--- src/rtl/mem_bus_pkg.sv ---
// Shared types and constants for the memory-stage bus controller.
package mem_bus_pkg;

  // Controller states; the encoding is visible on the debug state output.
  typedef enum logic [1:0] {
    IDLE = 2'd0,
    BUSY = 2'd1,
    DONE = 2'd2
  } state_t;

  // Address parked on the RAM between accesses. It lies outside the RAM,
  // so every new access is seen by the RAM as an address change.
  localparam logic [31:0] PARK_ADDR_DEFAULT = 32'hFFFF_FFFF;

  // Word-address width of data_ram (32 words).
  localparam int RAM_WORD_BITS = 5;

endpackage

--- src/rtl/mem_bus_ctrl_if.sv ---
// CPU-side and RAM-side signals of the memory-stage bus controller.
//
// Handshake: the CPU presents a request by holding cpu_req (with cpu_we,
// cpu_addr, cpu_wdata) high; the request is retired in the one cycle where
// cpu_req is high and cpu_stall is low, and cpu_rdata is valid from that
// cycle. On the RAM side the controller holds ram_cs, ram_addr, ram_din and
// ram_we stable until ram_ack is seen high on a rising clock edge.
interface mem_bus_ctrl_if;
  logic        cpu_req;
  logic        cpu_we;
  logic [31:0] cpu_addr;
  logic [31:0] cpu_wdata;
  logic [31:0] cpu_rdata;
  logic        cpu_stall;
  logic [31:0] ram_addr;
  logic [31:0] ram_din;
  logic        ram_we;
  logic        ram_cs;
  logic [31:0] ram_dout;
  logic        ram_ack;
  logic        mem_err;

  // Controller view.
  modport master (
    input  cpu_req, cpu_we, cpu_addr, cpu_wdata, ram_dout, ram_ack,
    output cpu_rdata, cpu_stall, ram_addr, ram_din, ram_we, ram_cs, mem_err
  );

  // CPU / RAM environment view.
  modport slave (
    output cpu_req, cpu_we, cpu_addr, cpu_wdata, ram_dout, ram_ack,
    input  cpu_rdata, cpu_stall, ram_addr, ram_din, ram_we, ram_cs, mem_err
  );
endinterface

--- src/rtl/mem_bus_ctrl.sv ---
// Memory-stage bus controller: latches a CPU load/store, holds it on the
// multicycle RAM until ack (or timeout), stalls the pipeline meanwhile and
// returns registered read data. The RAM address is parked between accesses
// so that repeated accesses to one address still restart the RAM's count.
module mem_bus_ctrl
  import mem_bus_pkg::*;
#(
  parameter int          TIMEOUT   = 32,
  parameter logic [31:0] PARK_ADDR = PARK_ADDR_DEFAULT
) (
  input  logic          clk,
  input  logic          rst,
  mem_bus_ctrl_if.master bus,
  output state_t        dbg_state
);

  localparam int TW = $clog2(TIMEOUT) + 1;
  localparam logic [TW-1:0] TLAST = TW'(TIMEOUT - 1);
  localparam logic [TW-1:0] TMAX  = '1;

  state_t        state_q;
  state_t        state_d;
  logic [31:0]   addr_q;
  logic          we_q;
  logic [31:0]   wdata_q;
  logic [31:0]   rdata_q;
  logic [TW-1:0] tcnt;
  logic          err_q;
  logic          timeout_hit;

  assign timeout_hit = (tcnt == TLAST);

  // State register; reset abandons any in-flight access immediately.
  always_ff @(posedge clk) begin
    if (rst) state_q <= IDLE;
    else     state_q <= state_d;
  end

  // Next-state logic: one BUSY period per request, then a single DONE cycle.
  always_comb begin
    state_d = state_q;
    case (state_q)
      IDLE:    if (bus.cpu_req) state_d = BUSY;
      BUSY:    if (bus.ram_ack || timeout_hit) state_d = DONE;
      DONE:    state_d = IDLE;
      default: state_d = IDLE;
    endcase
  end

  // Request latch, timeout counter, read-data register and sticky error.
  always_ff @(posedge clk) begin
    if (rst) begin
      addr_q  <= PARK_ADDR;
      we_q    <= 1'b0;
      wdata_q <= '0;
      rdata_q <= '0;
      tcnt    <= '0;
      err_q   <= 1'b0;
    end else begin
      case (state_q)
        IDLE: begin
          if (bus.cpu_req) begin
            addr_q  <= bus.cpu_addr;
            we_q    <= bus.cpu_we;
            wdata_q <= bus.cpu_wdata;
            tcnt    <= '0;
          end
        end
        BUSY: begin
          // Saturate so a stuck counter can never wrap back below TLAST.
          if (tcnt != TMAX) tcnt <= tcnt + TW'(1);
          if (bus.ram_ack) begin
            if (!we_q) rdata_q <= bus.ram_dout;
            addr_q <= PARK_ADDR;
          end else if (timeout_hit) begin
            err_q   <= 1'b1;
            rdata_q <= '0;
            addr_q  <= PARK_ADDR;
          end
        end
        default: addr_q <= PARK_ADDR;
      endcase
    end
  end

  // RAM side is driven only from registers and decoded state.
  always_comb begin
    bus.ram_addr  = addr_q;
    bus.ram_din   = wdata_q;
    bus.ram_cs    = (state_q == BUSY);
    bus.ram_we    = we_q & (state_q == BUSY);
    bus.cpu_stall = bus.cpu_req & (state_q != DONE);
    bus.cpu_rdata = rdata_q;
    bus.mem_err   = err_q;
  end

  assign dbg_state = state_q;

endmodule

--- src/flat_wrapper.sv ---
// flat-port wrapper written by rule: the top's interface ports become plain ports
module mem_bus_ctrl_flat import mem_bus_pkg::*;
#(
  parameter int          TIMEOUT   = 32,
  parameter logic [31:0] PARK_ADDR = PARK_ADDR_DEFAULT
)
  (clk, rst, dbg_state, bus_cpu_req, bus_cpu_we, bus_cpu_addr, bus_cpu_wdata, bus_ram_dout, bus_ram_ack, bus_cpu_rdata, bus_cpu_stall, bus_ram_addr, bus_ram_din, bus_ram_we, bus_ram_cs, bus_mem_err);
  mem_bus_ctrl_if bus_i ();
  input  logic clk;
  input  logic rst;
  output state_t dbg_state;
  input wire logic [$bits(bus_i.cpu_req)-1:0] bus_cpu_req;
  input wire logic [$bits(bus_i.cpu_we)-1:0] bus_cpu_we;
  input wire logic [$bits(bus_i.cpu_addr)-1:0] bus_cpu_addr;
  input wire logic [$bits(bus_i.cpu_wdata)-1:0] bus_cpu_wdata;
  input wire logic [$bits(bus_i.ram_dout)-1:0] bus_ram_dout;
  input wire logic [$bits(bus_i.ram_ack)-1:0] bus_ram_ack;
  output wire logic [$bits(bus_i.cpu_rdata)-1:0] bus_cpu_rdata;
  output wire logic [$bits(bus_i.cpu_stall)-1:0] bus_cpu_stall;
  output wire logic [$bits(bus_i.ram_addr)-1:0] bus_ram_addr;
  output wire logic [$bits(bus_i.ram_din)-1:0] bus_ram_din;
  output wire logic [$bits(bus_i.ram_we)-1:0] bus_ram_we;
  output wire logic [$bits(bus_i.ram_cs)-1:0] bus_ram_cs;
  output wire logic [$bits(bus_i.mem_err)-1:0] bus_mem_err;
  assign bus_i.cpu_req = bus_cpu_req;
  assign bus_i.cpu_we = bus_cpu_we;
  assign bus_i.cpu_addr = bus_cpu_addr;
  assign bus_i.cpu_wdata = bus_cpu_wdata;
  assign bus_i.ram_dout = bus_ram_dout;
  assign bus_i.ram_ack = bus_ram_ack;
  assign bus_cpu_rdata = bus_i.cpu_rdata;
  assign bus_cpu_stall = bus_i.cpu_stall;
  assign bus_ram_addr = bus_i.ram_addr;
  assign bus_ram_din = bus_i.ram_din;
  assign bus_ram_we = bus_i.ram_we;
  assign bus_ram_cs = bus_i.ram_cs;
  assign bus_mem_err = bus_i.mem_err;
  mem_bus_ctrl #(.TIMEOUT(TIMEOUT), .PARK_ADDR(PARK_ADDR)) u_core (.clk(clk), .rst(rst), .bus(bus_i), .dbg_state(dbg_state));
endmodule
--- config.mk ---
export PLATFORM = sky130hd
export DESIGN_NAME = mem_bus_ctrl_flat
export DESIGN_NICKNAME = d
export VERILOG_FILES = /design/src/rtl/mem_bus_pkg.sv /design/src/rtl/mem_bus_ctrl_if.sv /design/src/rtl/mem_bus_ctrl.sv /design/src/flat_wrapper.sv
export SDC_FILE = /design/constraint.sdc
export NUM_CORES = 1
export LEC_CHECK = 0
export ABC_AREA = 1
export CELL_PAD_IN_SITES_DETAIL_PLACEMENT = 1
export CELL_PAD_IN_SITES_GLOBAL_PLACEMENT = 1
export CORE_MARGIN = 5
export CORE_UTILIZATION = 30
export DETAILED_ROUTE_END_ITERATION = 10
export MAX_ROUTING_LAYER = met4
export PLACE_DENSITY = 0.92
export REMOVE_ABC_BUFFERS = 1
export SLEW_MARGIN = 10
export SYNTH_ARGS = -nofsm -noshare
export SYNTH_HDL_FRONTEND = slang
export SYNTH_SLANG_ARGS = --single-unit
--- constraint.sdc ---
create_clock -name clk -period 3.4 [get_ports clk]
set_input_delay 0.85 -clock clk [delete_from_list [all_inputs] [get_ports clk]]
set_output_delay 0.85 -clock clk [all_outputs]
set_load 0.01 [all_outputs]
==> impl_metrics.env <==
export IMPL_reg2reg_to="u_core.bus.ram_din[5]"
export IMPL_port_buffers=202
export IMPL_vdd_drop_max_uv=207
export IMPL_multiInputGateArea_mm2=0.00178
export IMPL_antenna_found_initial=0
export IMPL_hpwl_mm=10.5
export IMPL_grt_overflow_total=0
export IMPL_p_switching_mw=0.821
export IMPL_synth_cells=572
export IMPL_post_cts_resized=0
export IMPL_viasPerCell=4.82
export IMPL_grt_max_degree=42
export IMPL_synth_enable_flop_cells=0
export IMPL_fin_crit_sh_pct=84.3
export IMPL_worst_ep_arrival_time_ns=2.02
export IMPL_min_path_type="reg -> reg"
export IMPL_die_width_um=129
export IMPL_run_status="finished, final reports clean"
export IMPL_slew_headroom_pct=58.4
export IMPL_p_sw_share_pct=27.3
export IMPL_p_clk_share_pct=31.7
export IMPL_fmaxAchievable_mhz=349
export IMPL_die_area_mm2=0.0167
export IMPL_grt_pass1_wl_mm=23.3
export IMPL_hold_buffers=0
export IMPL_seqPwrFrac_pct=46.0
export IMPL_io_pins=203
export IMPL_cts_buffers=9
export IMPL_setup_viol=0
export IMPL_worstPathMaxFanout=2
export IMPL_grt_use_total_pct=17.8
export IMPL_syn_avg_cell_area_um2=7.45
export IMPL_place_area_mm2=0.00640
export IMPL_num_fill_cells=1661
export IMPL_nets=851
export IMPL_synth_async_reset_ratio_pct=0
export IMPL_avgRoutedWirePerCell_um=16.0
export IMPL_fin_area_mm2=0.00666
export IMPL_crit_path_end_kind="output pin"
export IMPL_ys_flop_type="dfxtp_1"
export IMPL_skew_ns=0.00378
export IMPL_synthToLayoutAreaGrowth_pct=56.4
export IMPL_tns_ns=0
export IMPL_rsz0062_at_grt="false"
export IMPL_synth_top_area_cell="dfxtp_1"
export IMPL_mostFrequentLayoutCell="clkdlybuf4s50_1"
export IMPL_hold_violations=0
export IMPL_ys_warn_count=0
export IMPL_intPower_mw=2.19
export IMPL_comb_power_share_pct=22.3
export IMPL_drc=0
export IMPL_layout_min_cycle_time_ns=2.87
export IMPL_postCtsSetupBuffers=0
export IMPL_drive_gt1_share_pct=5.05
export IMPL_rr_worst_depth=6
export IMPL_yosysSeqAreaShare_pct=49.8
export IMPL_cts_sinks=106
export IMPL_syn_cell_area_mm2=0.00426
export IMPL_yosysUniqueCellTypes=21
export IMPL_slew_violations=0
export IMPL_critPathRequiredTime_ns=2.55
export IMPL_htreeDepth=3
export IMPL_worst_setup_path_type="in -> out"
export IMPL_core_area_mm2=0.0139
export IMPL_regArea_mm2=0.00212
export IMPL_clock_path_buffers=2
export IMPL_ys_top_cells_by_area="dfxtp_1, nand3_1, nand2_1"
export IMPL_r2r_start="u_core.dbg_state[1]"
export IMPL_drt_first_pass_iters=6
export IMPL_chipHeight_um=129
export IMPL_clkTransAtPathRegs_ns=0.07
export IMPL_p_per_area_mw_per_mm2=452
export IMPL_start_kind="input pin"
export IMPL_globalplace_congestion=0.766
export IMPL_route_vias_total=4494
export IMPL_wl_mm=14.9
export IMPL_antenna_cells=0
export IMPL_grt_pass1_vias=4440
export IMPL_placementRows=43
export IMPL_drv_cap=0
export IMPL_r2r_slack_ns=1.42
export IMPL_clock_latency_ns=0.34
export IMPL_final_antenna_net_count=0
export IMPL_synth_top_area_share_pct=49.8
export IMPL_initial_utilization_pct=30.7
export IMPL_synth_seq_cells=106
export IMPL_crit_end="bus_cpu_stall"
export IMPL_p_leak_nw=2.71
export IMPL_crit_start="bus_cpu_req"
export IMPL_cts_tree="built"
export IMPL_cts_root_buf="clkbuf_16"
export IMPL_worst_slew_pin_slew_ns=0.622
export IMPL_drt_initial_drc_count=255
export IMPL_mostFrequentLayoutCells="clkdlybuf4s50_1, dfxtp_1, nand3_1"
## cell families (layout without fill, tap and decap cells)
kind of cell	Yosys count	after routing	synth area share [%]
flops	106	106	49.8
fa+ha+maj	1	1	0.294
buf+inv	89	269	8.40
compound gates	75	75	9.22
xor+xnor	1	1	0.206
simple gates	300	300	32.1
## critical path: stages
cell	delay, ns
clkdlybuf4s50_1	0.48
inv_1	0.06
nor2_1	0.10
clkdlybuf4s50_1	0.54
## synth_stat cells, types with 2 or more instances
cell	n
nand3_1	103
nor2_1	73
inv_1	38
dfxtp_1	106
o21ai_0	34
nor2_2	2
nand2_2	2
nand4_1	34
nand2_1	83
a21oi_1	39
inv_2	3
buf_2	19
clkbuf_1	28
## per-layer routing
layer / vias up / GRT usage (%) / part of all wire [%]
met4: 0 / 6.42 / 2.4
met3: 20 / 3.79 / 5.9
met5: - / - / 0
met2: 119 / 30.5 / 51
li1: 2244 / - / -
met1: 2111 / 20.5 / 41
## final cells by class
cell class              count  share of cell area [%]
clock buffers              10                    3.59
clock inverters             4                   0.301
inverters                  42                    2.37
multi-input cells         377                    26.7
flip-flops and latches    106                    31.9
well taps                 180                    3.38
repair buffers            213                    31.8
## through the flow
stage / util [%] / std cells / worst slack [ns] / total power [mW] / hold WS, ns
2_1_floorplan: - / 525 / 0.857 / 1.67 / 0.452
3_5_place_dp: 46.1 / 918 / 0.533 / 2.09 / 0.442
6_report: 48.0 / 932 / 0.533 / 3.01 / 0.456
3_3_place_gp: 46.1 / 918 / 0.540 / 2.07 / 0.436
5_1_grt: 48.0 / 932 / 0.458 / 3.16 / 0.485
4_1_cts: 48.0 / 932 / 0.521 / 3.05 / 0.460
## sequential cells by signal (all words and copies together) (netlist names)
signal,flops
u_core.tcnt,6
u_core.we_q,1
u_core.bus.ram_addr,32
u_core.bus.cpu_rdata,32
u_core.bus.mem_err,1
u_core.bus.ram_din,32
u_core.dbg_state,2
## power by group through the flow
stage	Combinational [mW]	Sequential, mW	Clock (mW)
after CTS	0.681	1.38	0.983
after detailed placement	0.677	1.41	0
after global placement	0.663	1.41	0
after floorplan	0.222	1.45	0
after global routing	0.731	1.40	1.04
final	0.670	1.38	0.955
## how the worst min path moves through the flow
stage	start	end	slack (ns)	cells past startpoint
finish	u_core.bus.ram_addr[29]	u_core.bus.ram_addr[29]	0.46	2
global placement	u_core.bus.ram_addr[22]	u_core.bus.ram_addr[22]	0.44	2
floorplan	u_core.tcnt[5]	u_core.tcnt[5]	0.45	2
detailed placement	u_core.bus.ram_addr[13]	u_core.bus.ram_addr[13]	0.44	2
global route	u_core.bus.ram_addr[29]	u_core.bus.ram_addr[29]	0.49	2
CTS	u_core.bus.ram_addr[13]	u_core.bus.ram_addr[13]	0.46	2
No activity file was read; power rests on OpenSTA's default activity.
